### config.mk
export PLATFORM = sky130hd
export DESIGN_NAME = fetch_unit
export DESIGN_NICKNAME = d
export VERILOG_FILES = /design/src/rtl/fetch_pkg.sv /design/src/rtl/fetch_unit_branch_history_table.sv /design/src/rtl/fetch_unit.sv
export SDC_FILE = /design/constraint.sdc
export NUM_CORES = 1
export LEC_CHECK = 0
export BUFFER_PORTS_ARGS = -buffer_cell sky130_fd_sc_hd__buf_2
export CAP_MARGIN = 0
export CORE_ASPECT_RATIO = 0.5
export CORE_UTILIZATION = 48
export DETAILED_ROUTE_END_ITERATION = 6
export PLACE_DENSITY_LB_ADDON = 0.3
export SKIP_CTS_REPAIR_TIMING = 1
export SLEW_MARGIN = 40
export SYNTH_ARGS = -nofsm -noshare
export SYNTH_HDL_FRONTEND = slang
export SYNTH_SLANG_ARGS = --single-unit
### constraint.sdc
create_clock -name clk -period 3.2 [get_ports clk]
set_clock_uncertainty 0.1 [all_clocks]
set_input_delay 0.32 -clock clk [delete_from_list [all_inputs] [get_ports clk]]
set_output_delay 0.32 -clock clk [all_outputs]
set_load 0.005 [all_outputs]
### src/rtl/fetch_pkg.sv
// Shared constants, counter type and immediate decoders for the fetch stage.
// Used by fetch_unit and branch_history_table (FETCH_BHT_EN build only).
package fetch_pkg;

   localparam logic [6:0]  OPC_BRANCH = 7'b1100011;
   localparam logic [6:0]  OPC_JAL    = 7'b1101111;
   localparam logic [31:0] NOP_INSTR  = 32'h0000_0013;

   typedef enum logic [1:0] {
      SNT = 2'b00,
      WNT = 2'b01,
      WT  = 2'b10,
      ST  = 2'b11
   } bht_ctr_t;

   function automatic logic [31:0] imm_b(input logic [31:0] instr);
      return {{20{instr[31]}}, instr[7], instr[30:25], instr[11:8], 1'b0};
   endfunction

   function automatic logic [31:0] imm_j(input logic [31:0] instr);
      return {{12{instr[31]}}, instr[19:12], instr[20], instr[30:21], 1'b0};
   endfunction

endpackage

### src/rtl/fetch_unit_branch_history_table.sv
// Array of 2-bit saturating counters: async reset to weakly not-taken,
// combinational read port, synchronous training port (read-before-write).
module branch_history_table
   import fetch_pkg::*;
#(
   parameter int ENTRIES = 64
) (
   input  logic                       clk,
   input  logic                       rst,
   input  logic [$clog2(ENTRIES)-1:0] rd_idx,
   output bht_ctr_t                   rd_ctr,
   input  logic                       upd_en,
   input  logic [$clog2(ENTRIES)-1:0] upd_idx,
   input  logic                       upd_taken
);

   bht_ctr_t ctr_r [ENTRIES];

   function automatic bht_ctr_t ctr_step(input bht_ctr_t ctr, input logic taken);
      bht_ctr_t res;
      case (ctr)
         SNT:     res = taken ? WNT : SNT;
         WNT:     res = taken ? WT  : SNT;
         WT:      res = taken ? ST  : WNT;
         ST:      res = taken ? ST  : WT;
         default: res = WNT;
      endcase
      return res;
   endfunction

   // Counter storage with saturating training
   always_ff @(posedge clk or negedge rst) begin
      if (!rst) begin
         for (int i = 0; i < ENTRIES; i++) begin
            ctr_r[i] <= WNT;
         end
      end else if (upd_en) begin
         ctr_r[upd_idx] <= ctr_step(ctr_r[upd_idx], upd_taken);
      end
   end

   assign rd_ctr = ctr_r[rd_idx];

endmodule

### src/rtl/fetch_unit.sv
// Fetch stage: PC register, predecode of B-type/JAL and next-PC selection.
// FETCH_BHT_EN selects BHT-based branch prediction; otherwise static BTFN.
module fetch_unit
   import fetch_pkg::*;
#(
   parameter logic [31:0] RESET_PC    = 32'h0000_0000,
   parameter int          BHT_ENTRIES = 64
) (
   input  logic        clk,
   input  logic        rst,
   input  logic        en,
   input  logic        redirect_E,
   input  logic [31:0] redirect_pc_E,
   input  logic        bht_update_E,
   input  logic [31:0] bht_pc_E,
   input  logic        bht_taken_E,
   output logic [31:0] imem_addr,
   input  logic [31:0] imem_rdata,
   output logic [31:0] PCF,
   output logic [31:0] PCPlus4F,
   output logic [31:0] InstrF,
   output logic        predict_taken_F
);

   logic [31:0] pc_r;
   logic [31:0] pc_plus4_s;
   logic [31:0] instr_s;
   logic [31:0] target_s;
   logic [31:0] next_pc_s;
   logic [6:0]  opcode_s;
   logic        is_branch_s;
   logic        is_jal_s;
   logic        branch_hint_s;
   logic        predict_s;

`ifdef FETCH_BHT_EN
   localparam int IDX_W = $clog2(BHT_ENTRIES);

   bht_ctr_t lookup_ctr_s;
   logic     unused_bht_s;

   branch_history_table #(
      .ENTRIES (BHT_ENTRIES)
   ) u_bht (
      .clk       (clk),
      .rst       (rst),
      .rd_idx    (pc_r[IDX_W+1:2]),
      .rd_ctr    (lookup_ctr_s),
      .upd_en    (bht_update_E),
      .upd_idx   (bht_pc_E[IDX_W+1:2]),
      .upd_taken (bht_taken_E)
   );

   assign branch_hint_s = lookup_ctr_s[1];
   assign unused_bht_s  = ^bht_pc_E;
`else
   logic unused_bht_s;

   // Backward branches (negative offset) are predicted taken
   assign branch_hint_s = instr_s[31];
   assign unused_bht_s  = ^{bht_update_E, bht_pc_E, bht_taken_E, (BHT_ENTRIES > 1)};
`endif

   // Instruction word is a NOP while reset is held
   always_comb begin
      if (!rst) begin
         instr_s = NOP_INSTR;
      end else begin
         instr_s = imem_rdata;
      end
   end

   // Predecode and prediction
   always_comb begin
      opcode_s    = instr_s[6:0];
      is_branch_s = (opcode_s == OPC_BRANCH);
      is_jal_s    = (opcode_s == OPC_JAL);
      predict_s   = is_jal_s | (is_branch_s & branch_hint_s);
      pc_plus4_s  = pc_r + 32'd4;
      if (is_jal_s) begin
         target_s = pc_r + imm_j(instr_s);
      end else begin
         target_s = pc_r + imm_b(instr_s);
      end
   end

   // Next-PC priority: redirect, stall, predicted target, sequential
   always_comb begin
      if (redirect_E) begin
         next_pc_s = redirect_pc_E;
      end else if (!en) begin
         next_pc_s = pc_r;
      end else if (predict_s) begin
         next_pc_s = target_s;
      end else begin
         next_pc_s = pc_plus4_s;
      end
   end

   // PC register
   always_ff @(posedge clk or negedge rst) begin
      if (!rst) begin
         pc_r <= RESET_PC;
      end else begin
         pc_r <= next_pc_s;
      end
   end

   assign imem_addr       = pc_r;
   assign PCF             = pc_r;
   assign PCPlus4F        = pc_plus4_s;
   assign InstrF          = instr_s;
   assign predict_taken_F = predict_s;

endmodule

## After elaboration in Yosys (flattened, before gate mapping)

Cells that the tools add are included.

| operators by class | value |
|---|---|
| $add $sub $neg | 3 |
| $mul | 0 |
| div/mod/pow operators | 0 |
| order comparisons | 0 |
| equal/unequal tests | 2 |
| shifts and indexed selects | 0 |
| muxes and demuxes | 5 |
| bitwise logic cells | 2 |
| reduce and logical (&&, ||, !) cells | 1 |

Operator list:

| kind | count |
|---|---|
| 2-to-1 mux 32 bit | 5 |
| adder 32 bit | 2 |
| adder 32 x 3 -> 32 bit, second input constant | 1 |
| equality test 7 bit, second input constant | 2 |
| nonzero test 2 bit | 1 |
| bitwise AND 1 bit | 1 |
| OR 1 bit | 1 |

| storage, ports and cells | value |
|---|---|
| register bits after elaboration | 32 |
| latch bits | 0 |
| memory bits (writable) | 0 |
| bits in read-only memories | 0 |
| word-level logic and storage cells | 14 |
| memories | 0 |

## Depth between registers and ports, before layout

Gate-level depths: netlist (run 1).

| depth | value |
|---|---|
| depth in word-level cells | 7 |
| gate-level depth with buffers | 16 |
| mapped depth without buffers | 14 |

## Worst setup path before layout (run 1)

Ideal clock, no wire load.

| path | value |
|---|---|
| kind | input-to-reg |
| start | input imem_rdata[4] |
| end | register pc_r[26], in the netlist PCF[26] |
| library setup time | 142 ps |
| arrival | 2961 ps |
| data required time | 2958 ps |
| setup slack | -2 ps |
| cell stages on the path | 16 |
| path buffers | 2 |
| cells stage by stage | nand2b_1 nor2_1 nand3_1 clkbuf_1 nand2_1 o21ai_0 ha_1 buf_2 and3_1 nand3_1 a211oi_1 nor2_1 o31a_1 o21a_1 xor2_1 o221ai_1 |

| between the ends | value |
|---|---|
| word-level cells in the longest chain between the ends | 7 |
| elaborated cells on any way between the ends | 9 |
| those cells by class | 2 x eq/ne; 5 x mux; 2 x bitwise |

Ends and longest elaborated chain:

| item | line | RTL |
|---|---|---|
| start, declared | fetch_unit.sv:18 | `input logic [31:0] imem_rdata,` |
| 2-to-1 mux 32 bit * | fetch_unit.sv:66 | `if (!rst) begin` |
| equality test 7 bit | fetch_unit.sv:76 | `is_branch_s = (opcode_s == OPC_BRANCH);` |
| bitwise AND 1 bit | fetch_unit.sv:78 | `predict_s = is_jal_s \| (is_branch_s & branch_hint_s);` |
| OR 1 bit | fetch_unit.sv:78 |  |
| 2-to-1 mux 32 bit * | fetch_unit.sv:93 | `end else if (predict_s) begin` |
| 2-to-1 mux 32 bit * | fetch_unit.sv:91 | `end else if (!en) begin` |
| 2-to-1 mux 32 bit * | fetch_unit.sv:89 | `if (redirect_E) begin` |
| end signal, assigned | fetch_unit.sv:105 | `pc_r <= next_pc_s;` |
| end, declared | fetch_unit.sv:25 | `logic [31:0] pc_r;` |

Mark *: on every way between the ends. The rest lies on a longest branch, timed or not. The select of a mux whose other input is x is not followed.
A chain may end at the register's enable or synchronous reset.

## Worst setup path after layout (run 1)

| path | value |
|---|---|
| start | input imem_rdata[0] |
| end | register pc_r[26], in the netlist PCF[26] |

The elaborated chain is that of the path after synthesis.

==> results of run 1 <==
## per-stage QoR
| step | setup TNS, ps | cell area, um2 | hold WS (ps) | util | power, uW |
|---|---|---|---|---|---|
| 2_1_floorplan | 0 | 4740 | -75.6 | - | 1120 |
| 3_3_place_gp | -4810 | 6170 | 179 | 0.649 | 1530 |
| 3_5_place_dp | -5520 | 6170 | 184 | 0.649 | 1540 |
| 4_1_cts | -838 | 6320 | -124 | 0.664 | 2060 |
| 5_1_grt | -707 | 6610 | 145 | 0.696 | 2250 |
| 6_report | 0 | 6610 | 134 | 0.696 | 2120 |
## synth_stat cells, types with 15 or more instances
master / number / share of area
nand3_1: 17 / 0.018
xnor2_1: 29 / 0.054
a21o_1: 15 / 0.024
clkbuf_1: 22 / 0.017
a21oi_1: 45 / 0.048
o21ai_0: 42 / 0.044
and2_1: 24 / 0.032
buf_4: 34 / 0.054
inv_1: 18 / 0.014
xor2_1: 17 / 0.031
dfrtp_1: 32 / 0.17
ha_1: 33 / 0.087
nand2_1: 85 / 0.067
nor2_1: 57 / 0.045
nor3_1: 15 / 0.016
## how the worst max path moves through the flow
stage,depth (start not counted),endpoint,from,slack [ps]
6_report,16,PCF[26]$_DFFE_PN0N_,imem_rdata[0],10
5_1_grt,16,PCF[26]$_DFFE_PN0N_,imem_rdata[0],-160
4_1_cts,16,PCF[26]$_DFFE_PN0N_,imem_rdata[4],-180
3_5_place_dp,16,PCF[26]$_DFFE_PN0N_,imem_rdata[4],-450
3_3_place_gp,16,PCF[26]$_DFFE_PN0N_,imem_rdata[4],-380
2_1_floorplan,16,PCF[26]$_DFFE_PN0N_,imem_rdata[4],20
## worst max-delay path, stage by stage
cell,delay (ps)
buf_6,70
nand4_1,130
nor2_4,170
nand3_4,110
buf_6,160
mux2_4,330
ha_4,270
a21oi_2,50
nand4b_1,250
a211oi_2,340
nor2_2,120
buf_4,160
o31a_1,270
o21a_1,200
xor2_1,160
o221ai_1,110
## cell usage in the layout (no fill, tap or decap), types with 12 or more instances in the layout
master / instances
buf_2: 192
buf_4: 90
nand2_1: 84
nor2_1: 54
a21oi_1: 41
o21ai_0: 35
dfrtp_1: 31
xnor2_1: 29
ha_1: 27
and2_1: 24
inv_1: 18
xor2_1: 17
nand3_1: 16
a21o_1: 15
nor3_1: 13
o21ai_1: 13
nand4_1: 12
## report_power, final
group          internal (uW)  switching (uW)  total (uW)
logic                    526             560        1090
registers                445            77.1         522
clock network            311             201         512
total                   1280             838        2120
## cell families (layout without fill, tap and decap cells)
logic type	after synthesis	in the layout
AND/OR/NAND/NOR	263	263
AO/OA/AOI/OAI	178	178
buffers and inverters	83	317
XOR/XNOR	49	49
adder cells (fa/ha/maj)	34	34
flip-flops	32	32
multiplexers	13	13
## per-layer routing
layer  part of all wire  GRT usage  wire length (um)  vias to the layer above
met5                  0          0                 0                        -
met4              0.018      0.110               311                        0
met1               0.43      0.429              7600                     2705
met3              0.070     0.0383              1220                       26
li1                   -          -                 -                     2749
met2               0.48      0.571              8400                      264
## area by class of cell
cell class / instances / area [um2] / area share
well taps: 135 / 169 / 0.0255
multi-input cells: 537 / 3690 / 0.558
repair buffers: 291 / 1740 / 0.262
clock buffers: 8 / 146 / 0.0221
flip-flops and latches: 32 / 802 / 0.121
inverters: 18 / 67.6 / 0.0102
==> flow_summary.yaml, run 1 <==
run_status:
  status: "finished clean"
worst_setup_path:
  worstSetupPathType: "primary input to flip-flop"
  rrSetupSlack_ps: 380
  reg2regPathDepth: 9
  reg2reg_from: "PCF[3]$_DFFE_PN0N_"
  r2r_end: "PCF[24]$_DFFE_PN0N_"
  worstPathArrival_ps: 3230
  cp-start-kind: "primary input"
  cp.required_ps: 3240
  crit_fanout: 5
  cp-end-kind: "flip-flop"
layout:
  drive_above_1_share: 0.392
  diodes: 0
  final_cells: 1021
  finalNetCount: 1021
  largest_register_ffs: 32
  area_delta_synth_final_pct: 39.6
  fillers: 853
timing:
  finalHoldViolCount: 0
  min_period_ps: 3190
  worst_pin_slew_ps: 600
  rsz0062_at_grt: "true"
  post-route-period-util: 0.997
  setup_viol: 0
  clock.fmax_ghz: 0.313
  max_slew_margin: 0.599
  drv_slew: 0
  setup_slack_ps: 9.78
synthesis:
  synth-seq-area-share: 0.169
  synth_edf_count: 0
  synthAdderAreaFrac: 0.0914
  synth_cell_types: 62
  yosys.area_share.simple: 0.288
  synthesis.nets: 788
  synthCells: 652
  async_flop_share: 1.00
  yosys_most_used_dff: "dfrtp_1"
  synth.avg_cell_area_um2: 7.27
  yosysWarnings: 0
  synth_mux_area_frac: 0.0293
  synth.ff_latch_count: 32
  synthXorXnorAreaFrac: 0.0954
  synth_top_family_by_area: "simple AND/OR/NAND/NOR gates"
  synth_compound_area_frac: 0.233
  netlist_area_um2: 4740
global_route:
  grt_usage: 0.329
  grt_pass1_wl_um: 26200
  grt_max_degree: 40
  grt_pass1_vias: 5137
  grt-ovfl-total: 0
  antenna_found_initial: 0
clocking:
  cts.sinks: 32
  cts_made_buffers: 5
  cts.path.max_buffers: 2
  cts_tree: "done"
  cts-root-buf: "clkbuf_16"
  clk_pin_slew_ps: 60
  htreeDepth: 2
  clock_latency_ps: 290
floorplan:
  row_count: 25
  start_util: 0.498
  pin_count: 231
  die_width_um: 142
  design.core.area_um2: 9510
  die_area_um2: 10300
  fp.dieH_um: 72.2
routing:
  drt_wl_total_um: 17500
  drtIter0Drc: 433
  routedWlPerCell_um: 17.2
  firstDrtPassIters: 4
  vias_per_cell: 5.63
  antenna_left: 0
  routed-via-count: 5744
  drc_errors: 0
placement:
  globalplace.congestion: 0.985
  place_inst: 1006
  io_buffers: 196
  pre_cts_ws_ps: -449
  hpwl_um: 13500
run:
  cap_violations: 0
worst_hold_path:
  hold_start: "redirect_pc_E[6]"
  min_path_type: "primary input to flip-flop"
  holdPathEnd: "PCF[6]$_DFFE_PN0N_"
  worstHoldPathCells: 3
power_and_ir_drop:
  leakage_uw: 0.00336
  peakVddDrop_v: 0.000226
  power_density_nw_per_um2: 321
(Power assumes the default switching activity.)
==> inputs of run 2 (changes only) <==
--- a/config.mk
+++ b/config.mk
@@ -5,10 +5,11 @@
 export SDC_FILE = /design/constraint.sdc
 export NUM_CORES = 1
 export LEC_CHECK = 0
+export ABC_AREA = 1
 export BUFFER_PORTS_ARGS = -buffer_cell sky130_fd_sc_hd__buf_2
 export CAP_MARGIN = 0
 export CORE_ASPECT_RATIO = 0.5
-export CORE_UTILIZATION = 48
+export CORE_UTILIZATION = 50
 export DETAILED_ROUTE_END_ITERATION = 6
 export PLACE_DENSITY_LB_ADDON = 0.3
 export SKIP_CTS_REPAIR_TIMING = 1
==> flow_summary.yaml, run 2 <==
floorplan:
  design.core.area_um2: 10500
  pin_count: 231
  start_util: 0.532
  row_count: 26
  fp.dieH_um: 76.9
  die_width_um: 152
  die_area_um2: 11700
synthesis:
  yosys_most_used_dff: "dfrtp_1"
  synth_top_cells_by_count: "nand2_1, inv_1, nor2_1"
  yosysWarnings: 0
  synth_cell_types: 42
  synth_edf_count: 0
  yosysTopAreaCell: "nand2_1"
  synth.avg_cell_area_um2: 5.40
  synthesis.nets: 1174
  synth_most_common_cell: "nand2_1"
  async_flop_share: 1.00
  synth.ff_latch_count: 32
  netlist_area_um2: 5610
  netlist.area_leader.share: 0.274
  synthCells: 1038
  synth-seq-area-share: 0.143
  ys_top_cells_by_area: "nand2_1, dfrtp_1, inv_1"
routing:
  routed-via-count: 7048
  drtIter0Drc: 592
  firstDrtPassIters: 5
  routedWlPerCell_um: 15.4
  drt_wl_total_um: 20800
  drc_errors: 0
  vias_per_cell: 5.23
  antenna_left: 0
worst_setup_path:
  crit_path_start: "rst"
  reg2regPathDepth: 12
  worstPathArrival_ps: 3060
  r2r_end: "PCF[11]$_DFFE_PN0N_"
  cp-end-kind: "flip-flop"
  cp-endpoint: "PCF[25]$_DFFE_PN0N_"
  cp.required_ps: 3280
  cp-start-kind: "primary input"
  worstSetupPathType: "primary input to flip-flop"
  reg2reg_from: "PCF[9]$_DFFE_PN0N_"
  rrSetupSlack_ps: 610
  crit_fanout: 27
timing:
  min_period_ps: 2980
  drv_slew: 0
  hold_slack_ps: 0.909
  clock.fmax_ghz: 0.336
  worst_pin_slew_ps: 591
  max_slew_margin: 0.606
  setup_viol: 0
  post-route-period-util: 0.931
  setup_slack_ps: 220
  rsz0062_at_grt: "false"
  finalHoldViolCount: 0
run:
  cap_violations: 0
layout:
  largest_register_ffs: 32
  area_delta_synth_final_pct: 20.4
  fillers: 1065
  finalNetCount: 1342
  drive_above_1_share: 0.209
  final_cell_mix: "nand2_1, buf_2, inv_1"
  layout_commonest_cell: "nand2_1"
  final_cells: 1347
  diodes: 0
power_and_ir_drop:
  switching_share: 0.441
  intPower_uw: 1310
  switchingPower_uw: 1030
  p_comb_frac: 0.491
  power_density_nw_per_um2: 347
  peakVddDrop_v: 0.000217
  clkPwrFrac: 0.261
  leakage_uw: 0.00421
  seq_power_share: 0.248
clocking:
  clock_latency_ps: 290
  htreeDepth: 2
  clk_pin_slew_ps: 60
  cts.sinks: 32
  cts_made_buffers: 5
  cts_tree: "done"
  cts.path.max_buffers: 2
  cts-root-buf: "clkbuf_16"
global_route:
  grt_pass1_wl_um: 32400
  grt_pass1_vias: 6204
  grt_usage: 0.363
  grt_max_degree: 42
  antenna_found_initial: 0
  grt-ovfl-total: 0
placement:
  io_buffers: 196
  hpwl_um: 17200
  place_inst: 1339
  pre_cts_ws_ps: -24.5
  globalplace.congestion: 0.963
worst_hold_path:
  min_path_type: "primary input to asynchronous set/reset pin"
run_status:
  status: "finished clean"
==> run 2: cell types whose count changed after synthesis, moves of 16 or more <==
cell     before  now
a21oi_1      45   29
inv_1        18  175
xnor2_1      29    3
nand2_1      85  409
o21ai_0      42   18
nand3_1      17   72
nor2_1       57   97
and2_1       24    2
==> run 2: power by group through the flow <==
stage	clock, uW	sequential [uW]	combinational, uW
6_report	611	581	1150
5_1_grt	633	591	1300
4_1_cts	612	580	1130
3_5_place_dp	0	587	1130
3_3_place_gp	0	585	1110
2_1_floorplan	0	559	762
==> run 2: worst min path at each step <==
stage,cells past startpoint,startpoint,end
2_1_floorplan,0,rst,PCF[0]$_DFFE_PN0P_
3_3_place_gp,2,rst,PCF[16]$_DFFE_PN0N_
3_5_place_dp,2,rst,PCF[16]$_DFFE_PN0N_
4_1_cts,2,rst,PCF[31]$_DFFE_PN0N_
5_1_grt,2,rst,PCF[16]$_DFFE_PN0N_
6_report,2,rst,PCF[16]$_DFFE_PN0N_
==> run 2: critical path: stages <==
cell and delay [ps]:
buf_2 130, buf_4 330, nand2_1 270, inv_1 380, ha_1 280, nand2_1 110, nor2_1 260, nand2_1 200
nor2_1 140, nand2_1 150, nand3_1 120, nand2_1 60, nand3_1 130, nand2_1 70, nand2_1 60, nand2_1 40
==> run 2: logic make-up (layout without fill, tap and decap cells) <==
| group | Yosys count | after routing | synth area share |
|---|---|---|---|
| buffers and inverters | 237 | 406 | 0.183 |
| xor gates and xnor gates | 18 | 18 | 0.0308 |
| AOI/OAI and AO/OA | 85 | 85 | 0.0912 |
| DFF | 32 | 32 | 0.143 |
| and+or+nand+nor | 632 | 632 | 0.475 |
| adders and majority gates | 34 | 34 | 0.0772 |
==> run 2: area by class of cell <==
| cell class | instances | area (um2) | share of cell area |
|---|---|---|---|
| Clock inverter | 1 | 30.0 | 0.00445 |
| Clock buffer | 7 | 153 | 0.0226 |
| Timing Repair Buffer | 215 | 1120 | 0.166 |
| Inverter | 183 | 687 | 0.102 |
| Sequential cell | 32 | 801 | 0.119 |
| Multi-Input combinational cell | 769 | 3780 | 0.560 |
| Tap cell | 140 | 175 | 0.0259 |
==> run 2: routing by layer <==
layer	global-route usage	vias to the layer above	routed length (um)
met5	0	-	0
met4	0.0604	0	292
met3	0.110	25	2380
met2	0.529	338	8260
met1	0.526	3162	9850
li1	-	3523	-
==> run 2: stage by stage <==
stage	instance area [um2]	setup TNS [ps]	util	total power, uW
after detailed placement	6570	-24.5	0.623	1710
after floorplan	5610	0	-	1320
after global routing	6750	0	0.641	2520
after global placement	6570	0	0.623	1690
final	6750	0	0.641	2340
after CTS	6750	0	0.641	2330
